===== config.mk =====
export PLATFORM = sky130hd
export DESIGN_NAME = lsu_wb_master_flat
export DESIGN_NICKNAME = d
export VERILOG_FILES = /design/src/rtl/lsu_wb_master_if.sv /design/src/rtl/lsu_wb_master.sv /design/src/flat_wrapper.sv
export SDC_FILE = /design/constraint.sdc
export NUM_CORES = 1
export LEC_CHECK = 0
export ABC_AREA = 1
export ABC_CLOCK_PERIOD_IN_PS = 1960
export BUFFER_PORTS_ARGS = -buffer_cell sky130_fd_sc_hd__buf_2
export CORE_ASPECT_RATIO = 1.1
export CORE_MARGIN = 2
export CORE_UTILIZATION = 25
export DETAILED_ROUTE_END_ITERATION = 8
export PLACE_DENSITY_LB_ADDON = 0.05
export SETUP_SLACK_MARGIN = 0.4
export SLEW_MARGIN = 20
export SYNTH_ARGS = -nofsm -noshare
export SYNTH_HDL_FRONTEND = slang
export SYNTH_SLANG_ARGS = --single-unit

===== constraint.sdc =====
create_clock -name clk -period 1.96 [get_ports clk]
set_input_delay 0.294 -clock clk [delete_from_list [all_inputs] [get_ports clk]]
set_output_delay 0.294 -clock clk [all_outputs]
set_load 0.05 [all_outputs]

===== src/rtl/lsu_wb_master_if.sv =====
// Pipelined Wishbone data-port bundle between the load/store unit and main_memory.
// Latency: none, wires only.
// Backpressure: the slave holds off a strobe with stall; completion is signalled by ack.
// Signals: cyc, stb, wr_en, addr, wr_data, wr_sel (master -> slave);
//          ack, stall, rd_data (slave -> master).
interface lsu_wb_master_if;
  logic        cyc;
  logic        stb;
  logic        wr_en;
  logic [31:0] addr;
  logic [31:0] wr_data;
  logic [3:0]  wr_sel;
  logic        ack;
  logic        stall;
  logic [31:0] rd_data;

  modport master (
    output cyc, stb, wr_en, addr, wr_data, wr_sel,
    input  ack, stall, rd_data
  );

  modport slave (
    input  cyc, stb, wr_en, addr, wr_data, wr_sel,
    output ack, stall, rd_data
  );
endinterface


===== src/rtl/lsu_wb_master.sv =====
// RV32I MEM-stage load/store initiator: one request -> one pipelined Wishbone transfer.
// Latency: 2 cycles accept-to-response with a zero-wait slave (+1 per stall); illegal requests respond next cycle.
// Backpressure: req_ready only in IDLE; wb.stall holds the strobe; TIMEOUT_CYCLES aborts a silent slave.
// Ports: clk, rst_n (async active-low); req_valid/req_ready/req_wr/req_funct3/req_addr/req_wr_data
//        request side; rsp_valid/rsp_rd_data/rsp_err response pulse; busy; wb = Wishbone master bundle.
module lsu_wb_master #(
  parameter int unsigned TIMEOUT_CYCLES = 255
) (
  input  logic             clk,
  input  logic             rst_n,
  input  logic             req_valid,
  output logic             req_ready,
  input  logic             req_wr,
  input  logic [2:0]       req_funct3,
  input  logic [31:0]      req_addr,
  input  logic [31:0]      req_wr_data,
  output logic             rsp_valid,
  output logic [31:0]      rsp_rd_data,
  output logic             rsp_err,
  output logic             busy,
  lsu_wb_master_if.master  wb
);

  localparam logic [1:0] ST_IDLE     = 2'd0;
  localparam logic [1:0] ST_STROBE   = 2'd1;
  localparam logic [1:0] ST_WAIT_ACK = 2'd2;

  logic [1:0]  state;
  logic        wr_q;
  logic [2:0]  f3_q;
  logic [31:0] addr_q;
  logic [31:0] wdat_q;
  logic [3:0]  sel_q;
  logic [31:0] tmo_cnt;
  logic        tmo_hit;
  logic        req_illegal;

  // Byte-lane select from access size and low address bits; loads use the same lanes.
  function automatic logic [3:0] lane_sel(input logic [2:0] f3, input logic [1:0] a);
    case (f3[1:0])
      2'b00:   lane_sel = 4'b0001 << a;
      2'b01:   lane_sel = 4'b0011 << {a[1], 1'b0};
      default: lane_sel = 4'b1111;
    endcase
  endfunction

  // Store data replicated across all lanes so the slave picks it up under any select.
  function automatic logic [31:0] store_rep(input logic [2:0] f3, input logic [31:0] d);
    case (f3[1:0])
      2'b00:   store_rep = {4{d[7:0]}};
      2'b01:   store_rep = {2{d[15:0]}};
      default: store_rep = d;
    endcase
  endfunction

  function automatic logic [31:0] load_extract(input logic [2:0] f3, input logic [1:0] a,
                                               input logic [31:0] d);
    logic [31:0] shifted;
    logic [7:0]  b;
    logic [15:0] h;
    shifted = d >> {a, 3'b000};
    b = shifted[7:0];
    h = a[1] ? d[31:16] : d[15:0];
    case (f3)
      3'b000:  load_extract = {{24{b[7]}}, b};
      3'b001:  load_extract = {{16{h[15]}}, h};
      3'b010:  load_extract = d;
      3'b100:  load_extract = {24'd0, b};
      3'b101:  load_extract = {16'd0, h};
      default: load_extract = 32'd0;
    endcase
  endfunction

  always_comb begin
    req_illegal = 1'b0;
    if (req_wr) begin
      req_illegal = req_funct3[2] || (req_funct3[1:0] == 2'b11);
    end else begin
      req_illegal = (req_funct3 == 3'b011) || (req_funct3 == 3'b110) || (req_funct3 == 3'b111);
    end
    if ((req_funct3[1:0] == 2'b01) && req_addr[0]) begin
      req_illegal = 1'b1;
    end
    if ((req_funct3[1:0] == 2'b10) && (req_addr[1:0] != 2'b00)) begin
      req_illegal = 1'b1;
    end
  end

  // tmo_cnt counts cycles already spent with cyc high; the abort fires on the edge
  // that would make it TIMEOUT_CYCLES, i.e. TIMEOUT_CYCLES cycles after cyc rose.
  assign tmo_hit = (TIMEOUT_CYCLES != 0) && ((tmo_cnt + 32'd1) == TIMEOUT_CYCLES);

  always_ff @(posedge clk or negedge rst_n) begin
    if (!rst_n) begin
      state       <= ST_IDLE;
      wr_q        <= 1'b0;
      f3_q        <= 3'd0;
      addr_q      <= 32'd0;
      wdat_q      <= 32'd0;
      sel_q       <= 4'd0;
      tmo_cnt     <= 32'd0;
      rsp_valid   <= 1'b0;
      rsp_err     <= 1'b0;
      rsp_rd_data <= 32'd0;
    end else begin
      rsp_valid   <= 1'b0;
      rsp_err     <= 1'b0;
      rsp_rd_data <= 32'd0;
      if (state != ST_IDLE) begin
        tmo_cnt <= tmo_cnt + 32'd1;
      end
      case (state)
        ST_IDLE: begin
          if (req_valid) begin
            tmo_cnt <= 32'd0;
            if (req_illegal) begin
              rsp_valid <= 1'b1;
              rsp_err   <= 1'b1;
            end else begin
              state  <= ST_STROBE;
              wr_q   <= req_wr;
              f3_q   <= req_funct3;
              addr_q <= req_addr;
              sel_q  <= lane_sel(req_funct3, req_addr[1:0]);
              // Loads keep the write-data lanes at zero.
              wdat_q <= req_wr ? store_rep(req_funct3, req_wr_data) : 32'd0;
            end
          end
        end
        ST_STROBE: begin
          if (!wb.stall && wb.ack) begin
            state       <= ST_IDLE;
            rsp_valid   <= 1'b1;
            rsp_rd_data <= wr_q ? 32'd0 : load_extract(f3_q, addr_q[1:0], wb.rd_data);
          end else if (tmo_hit) begin
            state     <= ST_IDLE;
            rsp_valid <= 1'b1;
            rsp_err   <= 1'b1;
          end else if (!wb.stall) begin
            state <= ST_WAIT_ACK;
          end
        end
        ST_WAIT_ACK: begin
          if (wb.ack) begin
            state       <= ST_IDLE;
            rsp_valid   <= 1'b1;
            rsp_rd_data <= wr_q ? 32'd0 : load_extract(f3_q, addr_q[1:0], wb.rd_data);
          end else if (tmo_hit) begin
            state     <= ST_IDLE;
            rsp_valid <= 1'b1;
            rsp_err   <= 1'b1;
          end
        end
        default: state <= ST_IDLE;
      endcase
    end
  end

  // Bus outputs come straight from state so an async reset drops cyc/stb at once;
  // the latched fields are gated so the bus reads zero between transfers.
  assign req_ready  = (state == ST_IDLE);
  assign busy       = (state != ST_IDLE);
  assign wb.cyc     = busy;
  assign wb.stb     = (state == ST_STROBE);
  assign wb.wr_en   = busy & wr_q;
  assign wb.addr    = busy ? {addr_q[31:2], 2'b00} : 32'd0;
  assign wb.wr_data = busy ? wdat_q : 32'd0;
  assign wb.wr_sel  = busy ? sel_q : 4'd0;

endmodule

===== src/flat_wrapper.sv =====
// flat-port wrapper written by rule: the top's interface ports become plain ports
module lsu_wb_master_flat 
#(
  parameter int unsigned TIMEOUT_CYCLES = 255
)
  (clk, rst_n, req_valid, req_ready, req_wr, req_funct3, req_addr, req_wr_data, rsp_valid, rsp_rd_data, rsp_err, busy, wb_cyc, wb_stb, wb_wr_en, wb_addr, wb_wr_data, wb_wr_sel, wb_ack, wb_stall, wb_rd_data);
  lsu_wb_master_if wb_i ();
  input  logic clk;
  input  logic rst_n;
  input  logic req_valid;
  output logic req_ready;
  input  logic req_wr;
  input  logic [2:0] req_funct3;
  input  logic [31:0] req_addr;
  input  logic [31:0] req_wr_data;
  output logic rsp_valid;
  output logic [31:0] rsp_rd_data;
  output logic rsp_err;
  output logic busy;
  output wire logic [$bits(wb_i.cyc)-1:0] wb_cyc;
  output wire logic [$bits(wb_i.stb)-1:0] wb_stb;
  output wire logic [$bits(wb_i.wr_en)-1:0] wb_wr_en;
  output wire logic [$bits(wb_i.addr)-1:0] wb_addr;
  output wire logic [$bits(wb_i.wr_data)-1:0] wb_wr_data;
  output wire logic [$bits(wb_i.wr_sel)-1:0] wb_wr_sel;
  input wire logic [$bits(wb_i.ack)-1:0] wb_ack;
  input wire logic [$bits(wb_i.stall)-1:0] wb_stall;
  input wire logic [$bits(wb_i.rd_data)-1:0] wb_rd_data;
  assign wb_cyc = wb_i.cyc;
  assign wb_stb = wb_i.stb;
  assign wb_wr_en = wb_i.wr_en;
  assign wb_addr = wb_i.addr;
  assign wb_wr_data = wb_i.wr_data;
  assign wb_wr_sel = wb_i.wr_sel;
  assign wb_i.ack = wb_ack;
  assign wb_i.stall = wb_stall;
  assign wb_i.rd_data = wb_rd_data;
  lsu_wb_master #(.TIMEOUT_CYCLES(TIMEOUT_CYCLES)) u_core (.clk(clk), .rst_n(rst_n), .req_valid(req_valid), .req_ready(req_ready), .req_wr(req_wr), .req_funct3(req_funct3), .req_addr(req_addr), .req_wr_data(req_wr_data), .rsp_valid(rsp_valid), .rsp_rd_data(rsp_rd_data), .rsp_err(rsp_err), .busy(busy), .wb(wb_i));
endmodule

==> results of run 1 <==
==> what timing repair did <==
item	CTS	global route
setup endpoints to repair	197	206
pin swaps	30	31
gates cloned	7	25
buffers inserted	25	26
hold endpoints to repair	140	0
hold buffers	1	0
gates resized for setup	218	290
==> state kept, by name, indices dropped and copies added (netlist names) <==
name,count
u_core.rsp_err,1
u_core.wr_q,1
u_core.addr_q,32
u_core.sel_q,4
u_core.rsp_valid,1
u_core.tmo_cnt,32
u_core.wdat_q,32
u_core.state,2
u_core.f3_q,3
u_core.rsp_rd_data,32
==> cell usage after synthesis <==
cell type	count
nand2_1	252
nor2_1	176
inv_1	151
dfrtp_1	140
o21ai_0	74
o22ai_1	45
clkbuf_1	36
nand3_1	29
a21oi_1	27
a221oi_1	8
o221ai_1	8
buf_2	7
ha_1	6
nand4_1	6
nor2_4	6
o311ai_0	6
nor2_2	4
buf_4	3
nand2_2	3
o211ai_1	3
xor2_1	3
nand2_4	2
nor3_1	2
o2111ai_1	2
o21ai_1	2
or2_2	2
a21boi_0	1
a31oi_1	1
a32oi_1	1
and2_1	1
buf_1	1
clkinv_1	1
conb_1	1
inv_2	1
nand3_2	1
nand3b_1	1
o21a_1	1
o21bai_1	1
==> layout by cell type, fill, tap and decap left out, drive strengths merged, types with 8 or more instances in the layout <==
cell / instances
buf: 359
nand2: 257
nor2: 186
inv: 153
dfrtp: 140
o21ai: 76
o22ai: 45
clkbuf: 37
nand3: 30
a21oi: 27
o221ai: 8
a221oi: 8
clkinv: 8
==> logic make-up (layout without fill, tap and decap cells) <==
| family | count (synthesis) | in the layout |
|---|---|---|
| buffers and inverters | 200 | 564 |
| AND/OR/NAND/NOR | 485 | 485 |
| adder cells (fa/ha/maj) | 6 | 6 |
| other | 1 | 3 |
| flip-flops | 140 | 140 |
| XOR/XNOR | 3 | 3 |
| AO/OA/AOI/OAI | 180 | 180 |
==> cell type report <==
| class | count | area (sq um) |
|---|---|---|
| Fill cell | 2965 | 15900 |
| Multi-Input combinational cell | 676 | 4560 |
| Timing Repair Buffer | 378 | 3790 |
| Sequential cell | 140 | 3500 |
| Inverter | 153 | 593 |
| Tap cell | 374 | 468 |
| Clock buffer | 19 | 443 |
| Clock inverter | 13 | 96.3 |
| Timing Repair inverter | 1 | 8.76 |
| Antenna cell | 1 | 2.50 |
==> worst max-delay path, cell delays in order, from the launching register on <==
cell	delay [ps]
dfrtp_1	390
inv_2	60
ha_4	200
buf_12	160
buf_12	130
buf_16	140
nor2_4	100
buf_6	170
==> routing by layer <==
metal | up-vias | wire length [um] | GRT usage
met2 | 152 | 15000 | 0.299
met3 | 16 | 1250 | 0.0399
li1 | 3930 | - | -
met5 | - | 22 | 0
met1 | 3906 | 13100 | 0.234
met4 | 4 | 261 | 0.0386
==> where the power goes <==
part	switching [mW]	internal (mW)
combinational	7.38	5.62
sequential	0.282	3.69
clock	1.38	1.65
==> worst max-delay path by stage <==
| stage | startpoint | end | slack, ps | depth (start not counted) |
|---|---|---|---|---|
| 2_1_floorplan | u_core.tmo_cnt[1] | u_core.state[1] | 70 | 16 |
| 3_3_place_gp | u_core.tmo_cnt[4] | u_core.state[1] | -240 | 15 |
| 3_5_place_dp | u_core.tmo_cnt[1] | u_core.state[1] | -230 | 15 |
| 4_1_cts | u_core.tmo_cnt[1] | u_core.state[1] | -140 | 16 |
| 5_1_grt | u_core.tmo_cnt[1] | u_core.state[1] | -320 | 16 |
| 6_report | u_core.state[0] | wb_wr_data[24] | -110 | 7 |
==> through the flow <==
stage	utilization	setup TNS, ps
6_report	0.458	-5450
5_1_grt	0.458	-15370
4_1_cts	0.399	-4520
3_5_place_dp	0.343	-786
3_3_place_gp	0.343	-832
2_1_floorplan	-	0
==> metrics.md, run 1 <==
| Metric | Value |
|---|---|
| Htree depth | 4 |
| Clk_skew | 9.61 ps |
| Hold Crit Endpoint | u_core.addr_q[12] |
| Place WS | -225 ps |
| First-pass GRT wire length | 43,000 um |
| Reg-to-Reg End | u_core.state[1] |
| Combinational family with the most area after synthesis | simple AND/OR/NAND/NOR gates |
| Clk slew on worst S/H paths | 70 ps |
| Max Slew Vio Count | 0 |
| Minimum clock period after layout | 2070 ps |
| Initial antenna violation count | 3 |
| Synth Area in XOR/XNOR | 0.00354 |
| PortBufs | about 210 |
| Largest area contributor in the netlist | dfrtp_1 |
| Simple-gate share of the synthesized area | 0.266 |
| Vias | 8,008 |
| Total congestion overflow | 0 |
| WP data arrival | around 1800 ps |
| CP Class | register to output port |
| CTS max path bufs | 2 |
| Root Buffer | clkbuf_16 |
| CTS tree | done |
| CORE AREA | 29,400 sq um |
| RD Place Congestion | 0.774 |
| Req. time, crit path | between 1500 and 2000 ps |
| Die Ht | 185 um |
| Worst r2r path cells | 15 |
| Placed cell areas | 10,100 sq um |
| Static leakage | 6.25 nW |
| CP Capture Type | output port |
| YS warnings | 0 |
| Clk sinks | 140 |
| DR WL/cell | 16.9 um |
| Worst r2r src | u_core.tmo_cnt[1] |
| Crit share post-route | 1.06 |
| Yosys top cell area share | 0.472 |
| Post-DP HPWL | 19,300 um |
| Mean area per synthesized cell | 7.31 sq um |
| Initial Utilization | 0.252 |
| # nets final | around 1,500 |
| Routed wire length | 29,600 um |
| Die area | just over 30,000 sq um |
| Layout cells sized above 1 | 0.493 |
| First-pass DRT Iterations | 4 |
| Final setup vio count | 94 |
| Hold WS | 66.5 ps |
| Finished Layout Cells | 1,755 |
| Mapped Cells | between 1,000 and 1,500 |
| Worst Hold Class | input pin to register |
| Clk_lat worst skew | about 430 ps |
| Min-delay src | req_addr[12] |
| Distinct cells, synth | 38 |
| Final Hold Fails | 0 |
| Peak Freq | approximately 480 MHz |
| Max-cap violation count | 0 |
| Hold Crit Depth | 3 |
| Cell Area, Synth | ~7400 sq um |
| Post-synthesis mux area share | 0 |
| DR DRC count | 0 |
| Sequential share of the synthesized area | 0.472 |
| Final instance area | 13,500 sq um |
| Cts bufs inserted | 17 |
| Pwr dens | ~1500 nW/um^2 |
| Tot Pwr | ~20 mW |
| Vias in the first global route | 7,853 |
| Antenna-violating nets left | 0 |
| Crit-path max FO | 7 |
| Area fraction in compound gates after synthesis | 0.144 |
| R2R Setup Slk | -110 ps |
| RSZ-0062 raised after global routing | yes |
| FF+latch count, synth | 140 |
| Core Rows | 66 |
| Violated checks | negative setup slack |
| Synth Area in Adders | 0.0101 |
| Largest net degree at the start of global routing | 57 |
| Die X | 168 um |
| Final WS setup | -113 ps |
| Maximum vdd drop | 0.648 mV |
| # placed instances | approximately 1,600 |
| Largest cells by area after synthesis | dfrtp_1, nand2_1, nor2_1 |
| Routed vias/inst | 4.56 |
| Status | finished, violations left |
| Total track usage | 0.178 |
| DRT iter0 DRCs | roughly 430 |
| Startpoint types | register |
| Area Growth Syn to Fin | 81.6% |
| I/O pin count | 212 |
No activity file was read; power rests on OpenSTA's default activity.
==> run 2, diff against run 1 <==
--- a/config.mk
+++ b/config.mk
@@ -6,7 +6,7 @@
 export NUM_CORES = 1
 export LEC_CHECK = 0
 export ABC_AREA = 1
-export ABC_CLOCK_PERIOD_IN_PS = 1960
+export ABC_CLOCK_PERIOD_IN_PS = 1700
 export BUFFER_PORTS_ARGS = -buffer_cell sky130_fd_sc_hd__buf_2
 export CORE_ASPECT_RATIO = 1.1
 export CORE_MARGIN = 2
@@ -14,6 +14,7 @@
 export DETAILED_ROUTE_END_ITERATION = 8
 export PLACE_DENSITY_LB_ADDON = 0.05
 export SETUP_SLACK_MARGIN = 0.4
+export SKIP_CTS_REPAIR_TIMING = 1
 export SLEW_MARGIN = 20
 export SYNTH_ARGS = -nofsm -noshare
 export SYNTH_HDL_FRONTEND = slang
==> constraint.sdc (replaced) <==
create_clock -name clk -period 1.7 [get_ports clk]
set_input_delay 0.255 -clock clk [delete_from_list [all_inputs] [get_ports clk]]
set_output_delay 0.255 -clock clk [all_outputs]
set_load 0.05 [all_outputs]
==> run 2 against run 1 <==
  * Highest routed layer is now met4
  * Cell count up 1.8%
  * Via count up 0.70%
  * Sequential share of layout area down 0.78 points
  * Global-route usage down 0.50 points
  * Critical path depth up 9
  * Hold slack worse by 29 ps
  * Critical path type is now register to register
  * The run still ends with negative setup slack left
  * Clock power up 34%
  * Largest power group unchanged
  * Die area unchanged
  * Clock-buffer cell count up 3
  * Utilization up 1.4 points
  * Worst setup slack worse by 310 ps
==> metrics.md, run 2 (synthesis results as in run 1) <==
| Metric | Value |
|---|---|
| Crit-path max FO | 5 |
| Post-DP HPWL | between 15,000 and 20,000 um |
| Worst r2r src | u_core.tmo_cnt[0] |
| Most frequent cells in the layout | nand2_1, inv_1, buf_2, dfrtp_1, buf_4 |
| Die area | approximately 31,000 sq um |
| Status | finished, violations left |
| Minimum clock period after layout | around 2100 ps |
| Final Hold Fails | 0 |
| CORE AREA | approximately 29,000 sq um |
| CP Class | register to register |
| Placed cell areas | 10,400 sq um |
| Reg-to-Reg End | u_core.state[1] |
| Register Area | 3510 sq um |
| Crit share post-route | 1.25 |
| Die Ht | 185 um |
| Pwr dens | 1720 nW/um^2 |
| Hold WS | 37.8 ps |
| PortBufs | 209 |
| Antenna-violating nets left | 0 |
| First-pass DRT Iterations | 4 |
| Max Slew Vio Count | 0 |
| Filler cells | 2,877 |
| CP bufs+invs | 0 |
| Htree depth | 4 |
| Routed wire length | roughly 30,000 um |
| Maximum vdd drop | 0.748 mV |
| Highest-delay cell along the critical path | dfrtp_1 |
| Static leakage | 6.49 nW |
| # placed instances | 1,681 |
| Vias in the first global route | between 7,000 and 8,000 |
| Violated checks | negative setup slack |
| Setup TNS Final | -17,290 ps |
| Initial antenna violation count | 2 |
| Largest net degree at the start of global routing | 39 |
| First-pass GRT wire length | 42,000 um |
| Multi-input logic area | 4850 sq um |
| CTS tree | done |
| WP data arrival | between 2000 and 2500 ps |
| RSZ-0062 raised after global routing | yes |
| CP cell instances | ha_4 > nand2_4 > nor2_4 > nand2_4 > nor2_4 > nand2_1 > nand2_1 > nand2_1 > nor2_1 > nand2_1 > nor2_2 > nand3_2 > nand2_2 > nand2_2 > nand2_2 > nand2_1 |
| Req. time, crit path | 2010 ps |
| DR DRC count | 0 |
| Cts bufs inserted | 17 |
| I/O pin count | roughly 210 |
| Initial Utilization | 0.252 |
| Worst r2r path cells | 16 |
| CTS max path bufs | 2 |
| Area Growth Syn to Fin | 87.3% |
| R2R Setup Slk | -420 ps |
| Hold Crit Endpoint | u_core.addr_q[15] |
| Family with the most delay on the worst path | simple AND/OR/NAND/NOR gates |
| Layout cells sized above 1 | 0.516 |
| Place WS | -524 ps |
| Die X | ~170 um |
| CP max stage delay | 420 ps |
| Tot Pwr | 23.9 mW |
| DR WL/cell | 16.5 um |
| Finished Layout Cells | 1,786 |
| Final setup vio count | 79 |
| Root Buffer | clkbuf_16 |
| Startpoint types | register |
| Max-cap violation count | 0 |
| Commonest non-fill, non-tap cell in the layout | nand2_1 |
| Final Core Density | 0.473 |
| Min-delay src | req_addr[15] |
| Final instance area | 13,900 sq um |
| Clk slew on worst S/H paths | around 60 ps |
| Clk_lat worst skew | 430 ps |
| DRT iter0 DRCs | around 350 |
| Worst Hold Class | input pin to register |
| Clk_skew | around 11 ps |
| Total congestion overflow | 0 |
| CP Capture Type | register |
| Core Rows | between 60 and 70 |
| Final WS setup | -419 ps |
| Routed vias/inst | about 4.5 |
| # nets final | around 1,500 |
| Clk sinks | 140 |
| Vias | 8,064 |
| Hold Crit Depth | 3 |
| Peak Freq | 472 MHz |
| Cell mode on critical path | nand2_1 |
| RD Place Congestion | 0.785 |
| Total track usage | 0.173 |
[run 2: cell count changes in the layout (fill, tap and decap cells not counted), moves of 9 or more]
| cell | previous run | this run |
|---|---|---|
| nand2_1 | 207 | 198 |
| nand2_4 | 6 | 18 |
| a21oi_4 | 0 | 13 |
| nor2_2 | 26 | 16 |
| o21ai_2 | 36 | 25 |
| a21oi_1 | 20 | 9 |
| o21ai_0 | 15 | 34 |
| nor2_4 | 83 | 101 |
| o22ai_1 | 7 | 16 |
| buf_4 | 84 | 121 |
[run 2: per-layer routing]
layer	part of all wire	track usage
met3	0.045	0.0393
met4	0.010	0.0366
met2	0.51	0.304
met5	0	0
met1	0.43	0.217
[run 2: area by class of cell]
class	instances	area share
multi-input cells	677	0.349
clock inverters	10	0.00973
flip-flops and latches	140	0.252
clock buffers	22	0.0356
diodes	3	0.000540
inverters	153	0.0418
well taps	374	0.0337
repair buffers	407	0.277
[run 2: worst max path at each step]
stage / end / depth (start not counted) / start / slack, ps
3_5_place_dp: u_core.state[1] / 15 / u_core.tmo_cnt[1] / -520
6_report: u_core.state[1] / 16 / u_core.tmo_cnt[0] / -420
4_1_cts: u_core.state[1] / 16 / u_core.tmo_cnt[1] / -540
2_1_floorplan: u_core.state[1] / 16 / u_core.tmo_cnt[1] / -190
5_1_grt: u_core.state[1] / 16 / u_core.tmo_cnt[0] / -600
3_3_place_gp: u_core.state[1] / 15 / u_core.tmo_cnt[1] / -500
[run 2: worst register-to-register path: stages, from the launching register on]
cell and delay [ps]:
dfrtp_1 420, ha_4 180, nand2_4 60, nor2_4 190, nand2_4 100, nor2_4 150, nand2_1 60, nand2_1 50
nand2_1 70, nor2_1 90, nand2_1 70, nor2_2 140, nand3_2 140, nand2_2 120, nand2_2 70, nand2_2 60
nand2_1 50
[run 2: power breakdown]
group          switching (mW)  internal (mW)  total [mW]  leakage [nW]
sequential              0.338           4.26        4.59          1.85
clock                    1.54           2.50        4.05         0.312
combinational            8.85           6.38        15.2          4.32
